### config.mk
export PLATFORM = sky130hd
export DESIGN_NAME = ps2_scancode_ctrl_flat
export DESIGN_NICKNAME = d
export VERILOG_FILES = /design/src/rtl/ps2_scancode_ctrl_if.sv /design/src/rtl/ps2_scancode_ctrl.sv /design/src/flat_wrapper.sv
export SDC_FILE = /design/constraint.sdc
export NUM_CORES = 1
export LEC_CHECK = 0
export ABC_AREA = 1
export BUFFER_PORTS_ARGS = -buffer_cell sky130_fd_sc_hd__buf_4
export CORE_UTILIZATION = 45
export DETAILED_ROUTE_END_ITERATION = 16
export MAX_ROUTING_LAYER = met4
export PLACE_DENSITY = 0.6
export SYNTH_ARGS = -nofsm -noshare
export SYNTH_HDL_FRONTEND = slang
export SYNTH_SLANG_ARGS = --single-unit
### constraint.sdc
create_clock -name CLK -period 3.65 [get_ports CLK]
set_input_delay 0.1825 -clock CLK [delete_from_list [all_inputs] [get_ports CLK]]
set_output_delay 0.1825 -clock CLK [all_outputs]
set_load 0.02 [all_outputs]
### src/rtl/ps2_scancode_ctrl_if.sv
// Byte-in / event-out handshake bundle for the PS/2 scan-code sequencer.
// master: byte receiver + event consumer; slave: the sequencer.
interface ps2_scancode_ctrl_if;
  logic       BYTE_VALID;
  logic       BYTE_ERR;
  logic [7:0] BYTE;
  logic       EVT_READY;
  logic       EVT_VALID;
  logic [7:0] EVT_CODE;
  logic       EVT_EXT;
  logic       EVT_BREAK;

  modport master (
    output BYTE_VALID, BYTE_ERR, BYTE, EVT_READY,
    input  EVT_VALID, EVT_CODE, EVT_EXT, EVT_BREAK
  );

  modport slave (
    input  BYTE_VALID, BYTE_ERR, BYTE, EVT_READY,
    output EVT_VALID, EVT_CODE, EVT_EXT, EVT_BREAK
  );
endinterface

### src/rtl/ps2_scancode_ctrl.sv
// PS/2 scan-code sequencer: folds E0/F0/E1 prefix sequences into single
// {ext, break, code} key events, queued in a first-word fall-through FIFO.
module ps2_scancode_ctrl #(
  parameter int unsigned FIFO_DEPTH = 8,
  parameter int unsigned TIMEOUT    = 1000000
) (
  input  logic                          CLK,
  input  logic                          RST,
  ps2_scancode_ctrl_if.slave            bus,
  output logic [$clog2(FIFO_DEPTH):0]   FIFO_LEVEL,
  output logic                          OVERFLOW,
  output logic                          KBD_OK,
  output logic                          KBD_ERR,
  output logic [7:0]                    ERR_CNT,
  input  logic                          CLR_FLAGS,
  output logic [2:0]                    STATE
);

  localparam int unsigned AW = $clog2(FIFO_DEPTH);
  localparam int unsigned TW = (TIMEOUT > 1) ? $clog2(TIMEOUT) : 1;
  localparam logic [TW-1:0] TMO_LAST = TW'(TIMEOUT - 1);

  typedef enum logic [2:0] {
    S_IDLE     = 3'd0,
    S_GOT_E0   = 3'd1,
    S_GOT_F0   = 3'd2,
    S_GOT_E0F0 = 3'd3,
    S_SKIP_E1  = 3'd4
  } state_t;

  state_t        state, nxt_state;
  logic [2:0]    skip_cnt, nxt_skip;
  logic [TW-1:0] tmo_cnt;
  logic          push, err_inc, set_ok, set_err;
  logic [9:0]    push_evt;

  // Event encoding is {ext, break, code}.
  always_comb begin
    nxt_state = state;
    nxt_skip  = skip_cnt;
    push      = 1'b0;
    push_evt  = '0;
    err_inc   = 1'b0;
    set_ok    = 1'b0;
    set_err   = 1'b0;
    if (bus.BYTE_VALID) begin
      if (bus.BYTE_ERR) begin
        nxt_state = S_IDLE;
        err_inc   = 1'b1;
      end else begin
        unique case (state)
          S_IDLE: begin
            unique case (bus.BYTE)
              8'hE0: nxt_state = S_GOT_E0;
              8'hF0: nxt_state = S_GOT_F0;
              8'hE1: begin
                nxt_state = S_SKIP_E1;
                nxt_skip  = 3'd7;
              end
              8'hAA: set_ok  = 1'b1;
              8'hFC: set_err = 1'b1;
              8'h00, 8'hFF: err_inc = 1'b1;
              default: begin
                push     = 1'b1;
                push_evt = {2'b00, bus.BYTE};
              end
            endcase
          end
          S_GOT_E0: begin
            if (bus.BYTE == 8'hF0) begin
              nxt_state = S_GOT_E0F0;
            end else if (bus.BYTE != 8'hE0) begin
              push      = 1'b1;
              push_evt  = {2'b10, bus.BYTE};
              nxt_state = S_IDLE;
            end
          end
          S_GOT_F0: begin
            push      = 1'b1;
            push_evt  = {2'b01, bus.BYTE};
            nxt_state = S_IDLE;
          end
          S_GOT_E0F0: begin
            push      = 1'b1;
            push_evt  = {2'b11, bus.BYTE};
            nxt_state = S_IDLE;
          end
          S_SKIP_E1: begin
            nxt_skip = skip_cnt - 3'd1;
            if (skip_cnt == 3'd1) begin
              push      = 1'b1;
              push_evt  = {2'b10, 8'h77};
              nxt_state = S_IDLE;
            end
          end
          default: nxt_state = S_IDLE;
        endcase
      end
    end else if (state != S_IDLE && tmo_cnt == TMO_LAST) begin
      nxt_state = S_IDLE;
      err_inc   = 1'b1;
    end
  end

  always_ff @(posedge CLK) begin
    if (RST) begin
      state    <= S_IDLE;
      skip_cnt <= '0;
      tmo_cnt  <= '0;
      KBD_OK   <= 1'b0;
      KBD_ERR  <= 1'b0;
      ERR_CNT  <= '0;
    end else begin
      state    <= nxt_state;
      skip_cnt <= nxt_skip;
      tmo_cnt  <= (nxt_state == S_IDLE || bus.BYTE_VALID) ? '0 : tmo_cnt + 1'b1;
      KBD_OK   <= set_ok  | (KBD_OK  & ~CLR_FLAGS);
      KBD_ERR  <= set_err | (KBD_ERR & ~CLR_FLAGS);
      if (CLR_FLAGS)
        ERR_CNT <= {7'd0, err_inc};
      else if (err_inc && ERR_CNT != 8'hFF)
        ERR_CNT <= ERR_CNT + 8'd1;
    end
  end

  assign STATE = state;

  logic [9:0]    mem [FIFO_DEPTH];
  logic [AW-1:0] wr_ptr, rd_ptr;
  logic [AW:0]   count;
  logic [9:0]    head_q;
  logic          pop, full, wr_en;

  assign pop   = (count != '0) && bus.EVT_READY;
  assign full  = (count == (AW+1)'(FIFO_DEPTH));
  assign wr_en = push && (!full || pop);

  always_ff @(posedge CLK) begin
    if (wr_en)
      mem[wr_ptr] <= push_evt;
  end

  // head_q keeps the last head visible once the FIFO drains.
  always_ff @(posedge CLK) begin
    if (RST) begin
      wr_ptr   <= '0;
      rd_ptr   <= '0;
      count    <= '0;
      head_q   <= '0;
      OVERFLOW <= 1'b0;
    end else begin
      if (wr_en) wr_ptr <= wr_ptr + 1'b1;
      if (pop)   rd_ptr <= rd_ptr + 1'b1;
      unique case ({wr_en, pop})
        2'b10:   count <= count + 1'b1;
        2'b01:   count <= count - 1'b1;
        default: count <= count;
      endcase
      if (count != '0) head_q <= mem[rd_ptr];
      OVERFLOW <= (push && full && !pop) | (OVERFLOW & ~CLR_FLAGS);
    end
  end

  assign bus.EVT_VALID = (count != '0);
  assign {bus.EVT_EXT, bus.EVT_BREAK, bus.EVT_CODE} =
    (count != '0) ? mem[rd_ptr] : head_q;
  assign FIFO_LEVEL = count;

endmodule

### src/flat_wrapper.sv
// flat-port wrapper written by rule: the top's interface ports become plain ports
module ps2_scancode_ctrl_flat 
#(
  parameter int unsigned FIFO_DEPTH = 8,
  parameter int unsigned TIMEOUT    = 1000000
)
  (CLK, RST, FIFO_LEVEL, OVERFLOW, KBD_OK, KBD_ERR, ERR_CNT, CLR_FLAGS, STATE, bus_BYTE_VALID, bus_BYTE_ERR, bus_BYTE, bus_EVT_READY, bus_EVT_VALID, bus_EVT_CODE, bus_EVT_EXT, bus_EVT_BREAK);
  ps2_scancode_ctrl_if bus_i ();
  input  logic CLK;
  input  logic RST;
  output logic [$clog2(FIFO_DEPTH):0] FIFO_LEVEL;
  output logic OVERFLOW;
  output logic KBD_OK;
  output logic KBD_ERR;
  output logic [7:0] ERR_CNT;
  input  logic CLR_FLAGS;
  output logic [2:0] STATE;
  input wire logic [$bits(bus_i.BYTE_VALID)-1:0] bus_BYTE_VALID;
  input wire logic [$bits(bus_i.BYTE_ERR)-1:0] bus_BYTE_ERR;
  input wire logic [$bits(bus_i.BYTE)-1:0] bus_BYTE;
  input wire logic [$bits(bus_i.EVT_READY)-1:0] bus_EVT_READY;
  output wire logic [$bits(bus_i.EVT_VALID)-1:0] bus_EVT_VALID;
  output wire logic [$bits(bus_i.EVT_CODE)-1:0] bus_EVT_CODE;
  output wire logic [$bits(bus_i.EVT_EXT)-1:0] bus_EVT_EXT;
  output wire logic [$bits(bus_i.EVT_BREAK)-1:0] bus_EVT_BREAK;
  assign bus_i.BYTE_VALID = bus_BYTE_VALID;
  assign bus_i.BYTE_ERR = bus_BYTE_ERR;
  assign bus_i.BYTE = bus_BYTE;
  assign bus_i.EVT_READY = bus_EVT_READY;
  assign bus_EVT_VALID = bus_i.EVT_VALID;
  assign bus_EVT_CODE = bus_i.EVT_CODE;
  assign bus_EVT_EXT = bus_i.EVT_EXT;
  assign bus_EVT_BREAK = bus_i.EVT_BREAK;
  ps2_scancode_ctrl #(.FIFO_DEPTH(FIFO_DEPTH), .TIMEOUT(TIMEOUT)) u_core (.CLK(CLK), .RST(RST), .bus(bus_i), .FIFO_LEVEL(FIFO_LEVEL), .OVERFLOW(OVERFLOW), .KBD_OK(KBD_OK), .KBD_ERR(KBD_ERR), .ERR_CNT(ERR_CNT), .CLR_FLAGS(CLR_FLAGS), .STATE(STATE));
endmodule
======== After elaboration in Yosys (flattened, before gate mapping) ========
Memories as Yosys holds them, arrays and structs flattened. A register that Yosys moved wholly into a read port is not among the register bits.
Cells that the tools add are included.
cells by class
  $add $sub $neg .......................... 7
  eq/ne operators ......................... 18
  multiplexer cells ....................... 45
  bitwise gates (word level) .............. 8
  reductions and logical operators ........ 24
operators with widths
  cell                                                  number
  2-to-1 mux 10 bit                                     6
  case mux 10 bit (5 select lines)                      1
  equality test 8 bit (second input constant)           6
  2-to-1 mux 3 bit                                      9
  2-to-1 mux 1 bit                                      23
  adder 20 x 1 -> 20 bit (second input constant)        1
  equality test 20 bit (second input constant)          1
  case mux 3 bit (3 select lines)                       2
  != test 8 bit (second input constant)                 2
  adder 8 x 1 -> 8 bit (second input constant)          1
  zero test 8 bit                                       1
  2-to-1 mux 8 bit                                      1
  case mux 4 bit (2 select lines)                       1
  OR reduction 2 bit                                    4
  OR reduction 7 bit                                    1
  adder 3 x 1 -> 3 bit (second input constant)          2
  equality test 3 x 1 -> 1 bit (second input constant)  2
  equality test 3 x 2 -> 1 bit (second input constant)  2
  logical AND 1 bit                                     6
  zero test 3 bit                                       2
  case mux 3 bit (2 select lines)                       1
  nonzero test 2 bit                                    3
  adder 4 x 1 -> 4 bit (second input constant)          1
  equality test 4 bit (second input constant)           1
  other kinds (15)                                      22
storage, ports and cells
  register bits ........................... 57
  memory bits (writable) .................. 80
  input port bits ......................... 14
  output and inout port bits .............. 29
  word-level logic and storage cells ...... 115
  memories kept ........................... 1
memories
  memory      words  bits a word  read ports  clocked after Yosys merged registers in  write ports  line                      text
  u_core.mem  8      10           1           1                                        1            ps2_scancode_ctrl.sv:128  logic [9:0] mem [FIFO_DEPTH];

======== Longest topological paths before layout ========
Gate-level depths: netlist of the first run.
  depth after elaboration ................. 9
  depth in mapped cells ................... 19
  mapped depth without buffers ............ 19

======== Worst setup path after synthesis of the first run ========
Ideal clock, no wire load.
  path kind ............................... reg2reg
  start point ............................. register u_core.state[2], in the netlist u_core.STATE[2]
  end point ............................... register u_core.count[2], in the netlist u_core.FIFO_LEVEL[2]
  setup time .............................. 117 ps
  data arrival time ....................... 2227 ps
  data required time ...................... 3533 ps
  path slack .............................. 1306 ps
  cell stages (with the launch flop) ...... 14
  buffers on the path ..................... 0
  clock period less this slack ............ 2344 ps
  path through ............................ dfxtp_1 > inv_4 > o21ai_1 > bufinv_8 > nand3_4 > ha_1 > nand2_1 > inv_1 > nor2_1 > ha_1 > a21oi_1 > nor2_1 > o221ai_1 > inv_1
on the way
  cells in the longest elaborated chain, start to end .. 8
  elaborated cells on any way between the ends .. 14
  classes of those cells .................. eq/ne: 6; mux: 4; reduce/logical: 4
ends and longest elaborated chain
  element                                                                line                      text
  start: declaration                                                     ps2_scancode_ctrl.sv:31   state_t state, nxt_state;
  start signal: assignment                                               ps2_scancode_ctrl.sv:114  state <= nxt_state;
  equality test 3 x 2 -> 1 bit                                           ps2_scancode_ctrl.sv:51   unique case (state)
  OR reduction 2 bit (no source line)                                    -
  case mux 1 bit (4 select lines) *                                      ps2_scancode_ctrl.sv:51
  2-to-1 mux 1 bit *                                                     ps2_scancode_ctrl.sv:47   if (bus.BYTE_ERR) begin
  2-to-1 mux 1 bit *                                                     ps2_scancode_ctrl.sv:46   if (bus.BYTE_VALID) begin
  logical AND 1 bit *                                                    ps2_scancode_ctrl.sv:136  assign wr_en = push && (!full || pop);
  equality test 2 x 1 -> 1 bit or equality test 2 bit (tied branches)    ps2_scancode_ctrl.sv:154  unique case ({wr_en, pop})
  case mux 4 bit (2 select lines) or nonzero test 2 bit (tied branches)  -
  end signal: assignment                                                 ps2_scancode_ctrl.sv:155  2'b10: count <= count + 1'b1;
  end signal: assignment                                                 ps2_scancode_ctrl.sv:156  2'b01: count <= count - 1'b1;
  end signal: assignment                                                 ps2_scancode_ctrl.sv:157  default: count <= count;
  end: declaration                                                       ps2_scancode_ctrl.sv:130  logic [AW:0] count;
Mark *: on every way between the ends. The rest lies on a longest branch, timed or not.
A chain may end at the register's enable or synchronous reset.

======== Worst setup path in the final report of the first run ========
  start point ............................. register u_core.state[2], in the netlist u_core.STATE[2]
  end point ............................... register u_core.count[3], in the netlist u_core.FIFO_LEVEL[3]
Same word-level chain as after synthesis.

==> summary.txt, run 1 <==
flops & latches, synth: 140
final setup margin: 1070 ps
Commonest cells post-synth: nand2_1, edfxtp_1, nor2_1
max-slew violations: 0
top cell type's share of synthesized area: 36.5%
post-synthesis cell type count: 45
CP startpoint kind: register
Most used DFF post-synth: edfxtp_1
Port Buffers: 42
Cell Count Post-Placement: 879
cts hold-fix bufs: 0
Die X: 123 µm
Mapped Cells: 666
Die H: 123 µm
R2R cell count: 11
global-route wire length before repair: 22.8 mm
Skew-Pair Late Insertion Delay: 430 ps
largest net degree at the start of global routing: 41
worst-margin pin slew: 966 ps
Sink Count: 140
EDFF count, synth: 80
Via density: 5.26
final HPWL from detailed placement: 9.86 mm
WL final: 14.3 mm
GRT Total Usage: 21.0%
final hold vios: 0
slew margin rel.: 35.4%
Worst EP arrival: 2890 ps
leading area contributor after synthesis: edfxtp_1
antenna-violating nets left: 0
DIE AREA: 15100 µm²
vias: 4791
crit share post-route: 70.7%
Max-cap violations: 0
core footprint: 14100 µm²
fmax: 388 MHz
most frequent cell after synthesis: nand2_1
Ant. Diodes: 0
Peak VDD IR: 0.384 mV
Post-Place Setup Slack: 1130 ps
routability congestion estimate: 0.871
post-CTS setup buffers: 0
CTS HTree Levels: 4
Crit Path Max Fanout: 7
Setup TNS: 0 ps
vias in the first global route: 4529
drt initial violations: 338
synth warn: 0
cell row count: 43
Tmin final: 2580 ps
number of primary I/O pins: 43
CTS clk-pin slew, worst paths: 60 ps
initial core utilization: 46.7%
initial antenna violation count: 0
Hold WC Path Type: in -> reg
post-cts resize count: 0
Required @ worst endpoint: 3960 ps
Non-Filler Instances: 911
Worst Skew: 15.4 ps
register area share after synthesis: 54.8%
drc violations: 0
top cells by area, synth: edfxtp_1, dfxtp_1, nand2_1
router iterations before antenna repair: 4
crit end category: register
async set or reset register ratio after synthesis: 0%
P_leak: 2.95 nW
PwrDens: 634 nW/µm²
Setup CP Type: reg -> reg
Syn Area/Cell: 9.88 µm²
worst hold stages: 3
RSZ-0062 raised after global routing: false
P&R area growth vs syn: 17.7%
Avg WL per Cell: 15.7 µm
grt ovf: 0
Fillers: 1267
final setup fails: 0
Nets: 741
Mapped Area: 6580 µm²
clk buf depth: 2
Syn Nets: 689
CTS tree: yes
TritonCTS Buffers: 17
outcome: completed
root buf cell: clkbuf_16
layout cell share with drive strength beyond 1: 20.8%
final cells by class:
cell class	count	area (µm²)	area share, %
inverter	70	282	3.63
tap	180	225	2.91
clock inverter	11	189	2.44
timing repair buffer	54	405	5.23
clock buffer	21	460	5.95
sequential	140	3600	46.5
multi-input combinational	435	2580	33.3
metrics by stage:
step,cell area (µm²),power [mW],hold WS (ps),utilization [%]
after detailed placement,7100,3.07,461,50.3
after floorplan,6580,2.63,338,-
final,7740,4.91,56.5,54.9
after CTS,7740,4.96,38.9,54.9
after global placement,7100,3.04,448,50.3
after global routing,7740,5.14,52.5,54.9
worst max-delay path: stages, from the launching register on:
cell      delay (ps)
dfxtp_1          470
inv_4            120
o21ai_1          390
bufinv_8         280
nand3_4          110
ha_1             220
xor2_1           250
nand3_1          150
o31ai_1           90
o211ai_1         140
o21ai_0          170
a21oi_1           60
metal layers:
layer	routed length, µm	up-vias	track usage (%)
met2	7160	95	34.4
met4	163	0	7.39
met5	0	-	-
li1	-	2399	-
met1	6490	2281	25.2
met3	531	16	4.98
placed cells by master (no fill, tap or decap), drive strengths merged, types with 2 or more instances in the layout:
master and count:
o21ai 35, buf 54, xnor2 6, nand2 107
a31oi 3, xor2 19, mux2i 20, a21oi 34
nor2 105, clkbuf 21, bufinv 6, dfxtp 60
o221ai 21, or2 2, o211ai 2, clkinv 5
nor4 3, nand3 38, nand4 21, edfxtp 80
nor3 6, inv 69, ha 9
worst paths after layout:
check	start	to	slack, ps
hold reg to reg	u_core.rd_ptr[2]	register	470
setup reg to reg	u_core.STATE[2]	u_core.FIFO_LEVEL[3]	1070
hold / removal	bus_BYTE_VALID	u_core.STATE[0]	60
setup / recovery	u_core.STATE[2]	u_core.FIFO_LEVEL[3]	1070
cell families after synthesis:
group           after synthesis  share of synthesized area (%)
compound gates               99                           9.32
xor+xnor                     25                           3.33
fa+ha+maj                     9                           1.71
buf+inv                      91                           5.99
flops                       140                           54.8
mux                          20                           3.04
simple gates                282                           21.8
where the power goes:
group | internal (mW) | switching [mW] | leakage (nW)
Sequential | 1.77 | 0.0590 | 1.23
Clock | 1.25 | 0.644 | 0.315
Combinational | 0.431 | 0.765 | 1.40
registers in the layout (all words and copies together) (netlist names), named ones only:
signal and flops:
u_core.FIFO_LEVEL 4, u_core.rd_ptr 3, u_core.wr_ptr 3, u_core.mem 80
u_core.OVERFLOW 1, u_core.ERR_CNT 8, u_core.STATE 3, u_core.skip_cnt 3
u_core.tmo_cnt 20, u_core.KBD_OK 1, u_core.KBD_ERR 1, u_core.head_q 10
(Power assumes the default switching activity.)
==> inputs of run 2 (changes only) <==
Settings changed: ABC_AREA 1 to 0, PLACE_DENSITY 0.6 to 0.63.
Clock period 3.65 ns to 2.3 ns, I/O delays scaled along.
==> run 2 against run 1 <==
Synthesized area is 5.1% lower. The flow now finishes with violations (negative setup slack). Combinational power increased by 59%. Die area is 5.0% lower. Maximum frequency increased by 2.8%.
==> summary.txt, run 2 <==
outcome: finished, violations left
failing checks: negative setup slack
Worst Setup SP: u_core.skip_cnt[1]
final HPWL from detailed placement: 9.34 mm (-5.3%)
critical path's most frequent cell: ha_4
post-synthesis cell type count: 57 (+27%)
worst-margin pin slew: 949 ps (-16.8 ps)
CTS clk-pin slew, worst paths: 60 ps (about the same)
Syn Area/Cell: 12.3 µm² (+25%)
Worst Skew: 9.83 ps (-5.54 ps)
Setup TNS: -240 ps (-240 ps)
fmax: 399 MHz (+2.8%)
Bufs and invs on worst path: 2 (unchanged)
Mapped Cells: 507 (-24%)
Die X: 120 µm (-2.5%)
flop2flop setup slack: -210 ps (-1280 ps)
P&R area growth vs syn: 28.4%
initial core utilization: 46.6% (-0.071 points)
grt ovf: 0 (unchanged)
async set or reset register ratio after synthesis: 0% (unchanged)
final setup margin: -209 ps (-1280 ps)
PwrDens: 936 nW/µm² (+48%)
GRT Total Usage: 20.7% (-0.22 points)
critical hold path startpoint: CLR_FLAGS
TritonCTS Buffers: 17 (unchanged)
crit end category: register
Biggest register: u_core.mem
clk buf depth: 2 (unchanged)
cts hold-fix bufs: 0 (unchanged)
CP startpoint kind: register
Via density: 5.39 (+2.6%)
P_leak: 2.89 nW (-1.9%)
Port Buffers: 42 (unchanged)
layout cell share with drive strength beyond 1: 33.1% (+12 points)
worst reg2reg path startpoint: u_core.skip_cnt[1]
Post-Place Setup Slack: -340 ps (-1470 ps)
CTS HTree Levels: 4 (unchanged)
Mapped Area: 6240 µm² (-5.1%)
largest net degree at the start of global routing: 43 (+4.9%)
Die H: 120 µm (-2.5%)
most frequent cell after synthesis: edfxtp_1
register area share after synthesis: 57.7% (+2.9 points)
WL final: 13.5 mm (-6.0%)
Required @ worst endpoint: 2640 ps (-1320 ps)
cell row count: 42 (-2.3%)
Ant. Diodes: 0 (unchanged)
Tmin final: 2510 ps (-71.0 ps)
biggest regs: u_core.mem x80, u_core.tmo_cnt x20, u_core.head_q x10
top cells by area, synth: edfxtp_1, dfxtp_1, mux4_2
Fillers: 1089 (-14%)
drt initial violations: 266 (-21%)
slowest cell on the critical path: dfxtp_2
top cell type's share of synthesized area: 38.5% (+2.0 points)
global-route wire length before repair: 21.9 mm (-3.7%)
flops & latches, synth: 140 (unchanged)
slew margin rel.: 36.7% (+1.4 points)
Crit path depth: 14 (+3)
CTS tree: yes
vias: 4358 (-9.0%)
number of flip-flops in the largest register: 80 (unchanged)
leading area contributor after synthesis: edfxtp_1
vias in the first global route: 4358 (-3.8%)
root buf cell: clkbuf_16
worst r2r dst: u_core.FIFO_LEVEL[2]
most common cell after layout, fill and taps aside: buf_4
number of primary I/O pins: 43 (unchanged)
final hold vios: 0 (unchanged)
Crit Path Max Fanout: 3 (-4)
worst hold stages: 3 (unchanged)
max-slew violations: 0 (unchanged)
router iterations before antenna repair: 4 (unchanged)
initial antenna violation count: 0 (unchanged)
Max-cap violations: 0 (unchanged)
Peak VDD IR: 0.526 mV (+37%)
synth warn: 0 (unchanged)
Largest stage delay, worst path: 330 ps (-140 ps)
Commonest cells post-synth: edfxtp_1, dfxtp_1, nor2_1
routability congestion estimate: 0.848 (-2.6%)
core footprint: 13400 µm² (-4.9%)
antenna-violating nets left: 0 (unchanged)
Skew-Pair Late Insertion Delay: 420 ps (about the same)
Setup CP Type: reg -> reg
Hold WC Path Type: in -> reg
delay-heaviest family, CP: compound AO/OA/AOI/OAI gates
Worst EP arrival: 2850 ps (-40 ps)
EDFF count, synth: 80 (unchanged)
Min-Delay Endpoint: u_core.ERR_CNT[6]
DIE AREA: 14300 µm² (-5.0%)
most frequent cells in the layout: buf_4, edfxtp_1, nor2_1, dfxtp_1, nand2_1
Avg WL per Cell: 16.7 µm (+6.0%)
R2R cell count: 14 (+3)
worst-path cell chain: inv_2, ha_4, and3b_2, o2bb2ai_4, o21a_1, a31oi_2, buf_4, ha_4, xor2_2, ha_1, a21oi_2, xor2_1, or3_1, a21oi_1
Sink Count: 140 (unchanged)
crit share post-route: 109% (+38 points)
Syn Nets: 530 (-23%)
Most used DFF post-synth: edfxtp_1
Nets: 642 (-13%)
RSZ-0062 raised after global routing: true
final setup fails: 2 (+2)
drc violations: 0 (unchanged)
-- run 2: cell count changes after synthesis, moves of 9 or more --
cell      delta
nor2_1      -14
nand2_1     -65
a21oi_1     -19
nand3_1     -14
nor2b_1     +16
o21ai_0      -9
nand4_1      -9
mux4_2      +20
nor2_2      -25
nand2_2     -10
inv_1       -53
o221ai_1    -21
-- run 2: area by class of cell --
| class | count | area (µm²) | area share [%] |
|---|---|---|---|
| Sequential cell | 140 | 3610 | 45.0 |
| Multi-Input combinational cell | 336 | 2670 | 33.3 |
| Timing Repair Buffer | 116 | 891 | 11.1 |
| Clock buffer | 17 | 425 | 5.31 |
| Tap cell | 176 | 220 | 2.75 |
| Clock inverter | 15 | 175 | 2.18 |
| Inverter | 8 | 30.0 | 0.375 |
-- run 2: routing by layer --
| layer | global-route usage [%] | routed length (µm) |
|---|---|---|
| met1 | 25.9 | 6250 |
| met3 | 4.47 | 427 |
| met5 | - | 0 |
| met4 | 7.73 | 223 |
| met2 | 33.2 | 6590 |
-- run 2: metrics by stage --
step	power (mW)	hold WS, ps	instances	utilization [%]	cell area, µm²
after floorplan	4.06	289	507	-	6300
after global placement	4.71	438	771	54.1	7260
after detailed placement	4.75	462	771	54.1	7260
after CTS	7.56	9.34	807	59.2	7930
after global routing	7.85	40.2	808	59.8	8020
final	7.50	34.9	808	59.8	8020
-- run 2: logic make-up after synthesis --
group / after synthesis / synth area share, %
adders and majority gates: 9 / 1.80
xor gates and xnor gates: 25 / 3.51
DFF: 140 / 57.7
buffers and inverters: 31 / 2.00
muxes: 41 / 10.6
AOI/OAI and AO/OA: 62 / 6.45
and+or+nand+nor: 199 / 17.9
-- run 2: repair_timing --
| item | 4_1_cts | 5_1_grt |
|---|---|---|
| cloned | 0 | 1 |
| pin swaps | 4 | 5 |
| buffers inserted | 4 | 4 |
| setup endpoints to repair | 23 | 49 |
| gates resized for setup | 13 | 18 |
-- run 2: worst max path at each step --
| stage | endpoint | slack (ps) |
|---|---|---|
| 6_report | u_core.FIFO_LEVEL[2] | -210 |
| 5_1_grt | u_core.FIFO_LEVEL[2] | -330 |
| 4_1_cts | u_core.FIFO_LEVEL[2] | -220 |
| 3_5_place_dp | u_core.FIFO_LEVEL[2] | -340 |
| 3_3_place_gp | u_core.FIFO_LEVEL[2] | -290 |
| 2_1_floorplan | u_core.FIFO_LEVEL[2] | -260 |
-- run 2: report_power, final --
| part | switching, mW | total, mW | internal, mW |
|---|---|---|---|
| combinational | 0.990 | 1.91 | 0.915 |
| clock | 1.12 | 2.76 | 1.64 |
| sequential | 0.0603 | 2.84 | 2.78 |
-- run 2: worst reg2reg max path, cell delays in order, from the launching register on --
cell and delay [ps]:
dfxtp_2 330, inv_2 50, ha_4 140, and3b_2 230
o2bb2ai_4 130, o21a_1 170, a31oi_2 160, buf_4 160
ha_4 140, xor2_2 130, ha_1 180, a21oi_2 40
xor2_1 150, or3_1 310, a21oi_1 130
==> inputs of run 3 (changes only) <==
Settings changed: RECOVER_POWER set to 100.
==> run 3 against run 2 <==
The run still ends with negative setup slack left. Maximum frequency is essentially flat. Global-route usage is the same. Die area did not move. Largest cell class unchanged.
==> summary.txt, run 3 (synthesized netlist as in run 2, its figures left out) <==
Peak VDD IR: 0.526 mV (about the same)
Sink Count: 140 (unchanged)
Die H: 120 µm (unchanged)
R2R cell count: 14 (unchanged)
Min-Delay Endpoint: u_core.ERR_CNT[6]
worst reg2reg path startpoint: u_core.skip_cnt[1]
number of primary I/O pins: 43 (unchanged)
TritonCTS Buffers: 17 (unchanged)
number of flip-flops in the largest register: 80 (unchanged)
largest net degree at the start of global routing: 43 (unchanged)
Setup CP Type: reg -> reg
WL final: 13.5 mm (-0.10%)
failing checks: negative setup slack
max-slew violations: 0 (unchanged)
Skew-Pair Late Insertion Delay: 420 ps (about the same)
Required @ worst endpoint: 2640 ps (about the same)
Hold WC Path Type: in -> reg
slew margin rel.: 36.5% (-0.19 points)
cts hold-fix bufs: 0 (unchanged)
Cell Count Post-Placement: 771 (unchanged)
P&R area growth vs syn: 27.7%
worst-margin pin slew: 952 ps (+2.78 ps)
Nets: 642 (unchanged)
CTS tree: yes
fmax: 399 MHz (about the same)
hold slack final: 32.7 ps (-2.20 ps)
Largest stage delay, worst path: 330 ps (about the same)
Worst EP arrival: 2850 ps (about the same)
final hold vios: 0 (unchanged)
vias: 4363 (+0.11%)
crit end category: register
global-route wire length before repair: 21.9 mm (unchanged)
drc violations: 0 (unchanged)
Via density: 5.40 (+0.11%)
initial antenna violation count: 0 (unchanged)
biggest regs: u_core.mem x80, u_core.tmo_cnt x20, u_core.head_q x10
crit share post-route: 109% (about the same)
GRT Total Usage: 20.7% (unchanged)
Worst Skew: 9.70 ps (-0.122 ps)
Port Buffers: 42 (unchanged)
most common cell after layout, fill and taps aside: buf_4
clk buf depth: 2 (unchanged)
Non-Filler Instances: 808 (unchanged)
RSZ-0062 raised after global routing: true
grt ovf: 0 (unchanged)
routability congestion estimate: 0.848 (unchanged)
Crit Path Max Fanout: 3 (unchanged)
initial core utilization: 46.6% (unchanged)
most frequent cells in the layout: buf_4, edfxtp_1, dfxtp_1
vias in the first global route: 4358 (unchanged)
Avg WL per Cell: 16.7 µm (-0.10%)
final setup fails: 2 (unchanged)
slowest cell on the critical path: dfxtp_2
Biggest register: u_core.mem
root buf cell: clkbuf_16
CTS HTree Levels: 4 (unchanged)
P_leak: 2.84 nW (-1.8%)
Tmin final: 2510 ps (+0.639 ps)
layout cell share with drive strength beyond 1: 31.0% (-2.1 points)
worst r2r dst: u_core.FIFO_LEVEL[2]
router iterations before antenna repair: 4 (unchanged)
final HPWL from detailed placement: 9.34 mm (unchanged)
critical path's most frequent cell: ha_4
Max-cap violations: 0 (unchanged)
cell row count: 42 (unchanged)
DIE AREA: 14300 µm² (unchanged)
critical hold path startpoint: CLR_FLAGS
Ant. Diodes: 0 (unchanged)
flop2flop setup slack: -210 ps (about the same)
PwrDens: 941 nW/µm² (+0.51%)
outcome: finished, violations left
final setup margin: -209 ps (-0.639 ps)
CP startpoint kind: register
CTS clk-pin slew, worst paths: 60 ps (about the same)
core footprint: 13400 µm² (unchanged)
antenna-violating nets left: 0 (unchanged)
worst hold stages: 3 (unchanged)
worst-path cell chain: inv_2, ha_4, and3b_2, o2bb2ai_4, o21a_1, a31oi_2, buf_4, ha_4, xor2_2, ha_1, a21oi_2, xor2_1, or3_1, a21oi_1
drt initial violations: 257 (-3.4%)
Die X: 120 µm (unchanged)
run 3: cell types whose count changed in the layout (fill, tap and decap cells not counted):
cell,change
buf_4,-12
clkbuf_1,+12
dfxtp_1,+1
dfxtp_2,-1
run 3: where the power goes:
group          internal (mW)  total, mW  switching, mW
combinational          0.910       1.90          0.990
sequential              2.78       2.84         0.0602
clock                   1.64       2.76           1.12
run 3: metrics by stage:
step | TNS, ps | setup slack, ps | total power, mW | area [µm²] | utilization [%]
finish | -241 | -209 | 7.50 | 7970 | 59.5
global route | -496 | -330 | 7.84 | 7970 | 59.5
CTS | -381 | -218 | 7.56 | 7930 | 59.2
detailed placement | -3500 | -340 | 4.75 | 7260 | 54.1
global placement | -2370 | -291 | 4.71 | 7260 | 54.1
floorplan | -9880 | -264 | 4.06 | 6300 | -
run 3: worst max-delay path by stage:
stage,from,to,slack (ps),cells after the start
2_1_floorplan,u_core.skip_cnt[1],u_core.FIFO_LEVEL[2],-260,14
6_report,u_core.skip_cnt[1],u_core.FIFO_LEVEL[2],-210,14
5_1_grt,u_core.skip_cnt[1],u_core.FIFO_LEVEL[2],-330,14
4_1_cts,u_core.skip_cnt[1],u_core.FIFO_LEVEL[2],-220,14
3_3_place_gp,u_core.skip_cnt[1],u_core.FIFO_LEVEL[2],-290,14
3_5_place_dp,u_core.skip_cnt[1],u_core.FIFO_LEVEL[2],-340,14
run 3: per-layer routing:
metal	up-vias	global-route usage (%)	wire (µm)
met3	18	4.47	427
met2	74	33.2	6600
met5	-	-	0
met4	0	7.73	223
li1	2127	-	-
met1	2144	25.9	6230
run 3: what timing repair did:
item | CTS | global route
gates cloned | 0 | 1
buffers inserted | 4 | 4
gates resized for setup | 13 | 18
pin swaps | 4 | 5
setup endpoints to repair | 23 | 49
run 3: worst max-delay path, delay by kind of cell, from the launching register on:
| kind | cells | cell delay [ps] |
|---|---|---|
| AO/OA/AOI/OAI | 5 | 630 |
| XOR/XNOR | 2 | 280 |
| adder cells (fa/ha/maj) | 3 | 460 |
| buffers and inverters | 2 | 210 |
| flip-flops | 1 | 330 |
| AND/OR/NAND/NOR | 2 | 540 |
run 3: layout make-up:
type                            instances  area [µm²]
Sequential cell                       140        3610
Clock buffer                           17         425
Inverter                                8        30.0
Timing Repair Buffer                  116         846
Multi-Input combinational cell        336        2670
Clock inverter                         15         175
Fill cell                            1099        5430
Tap cell                              176         220
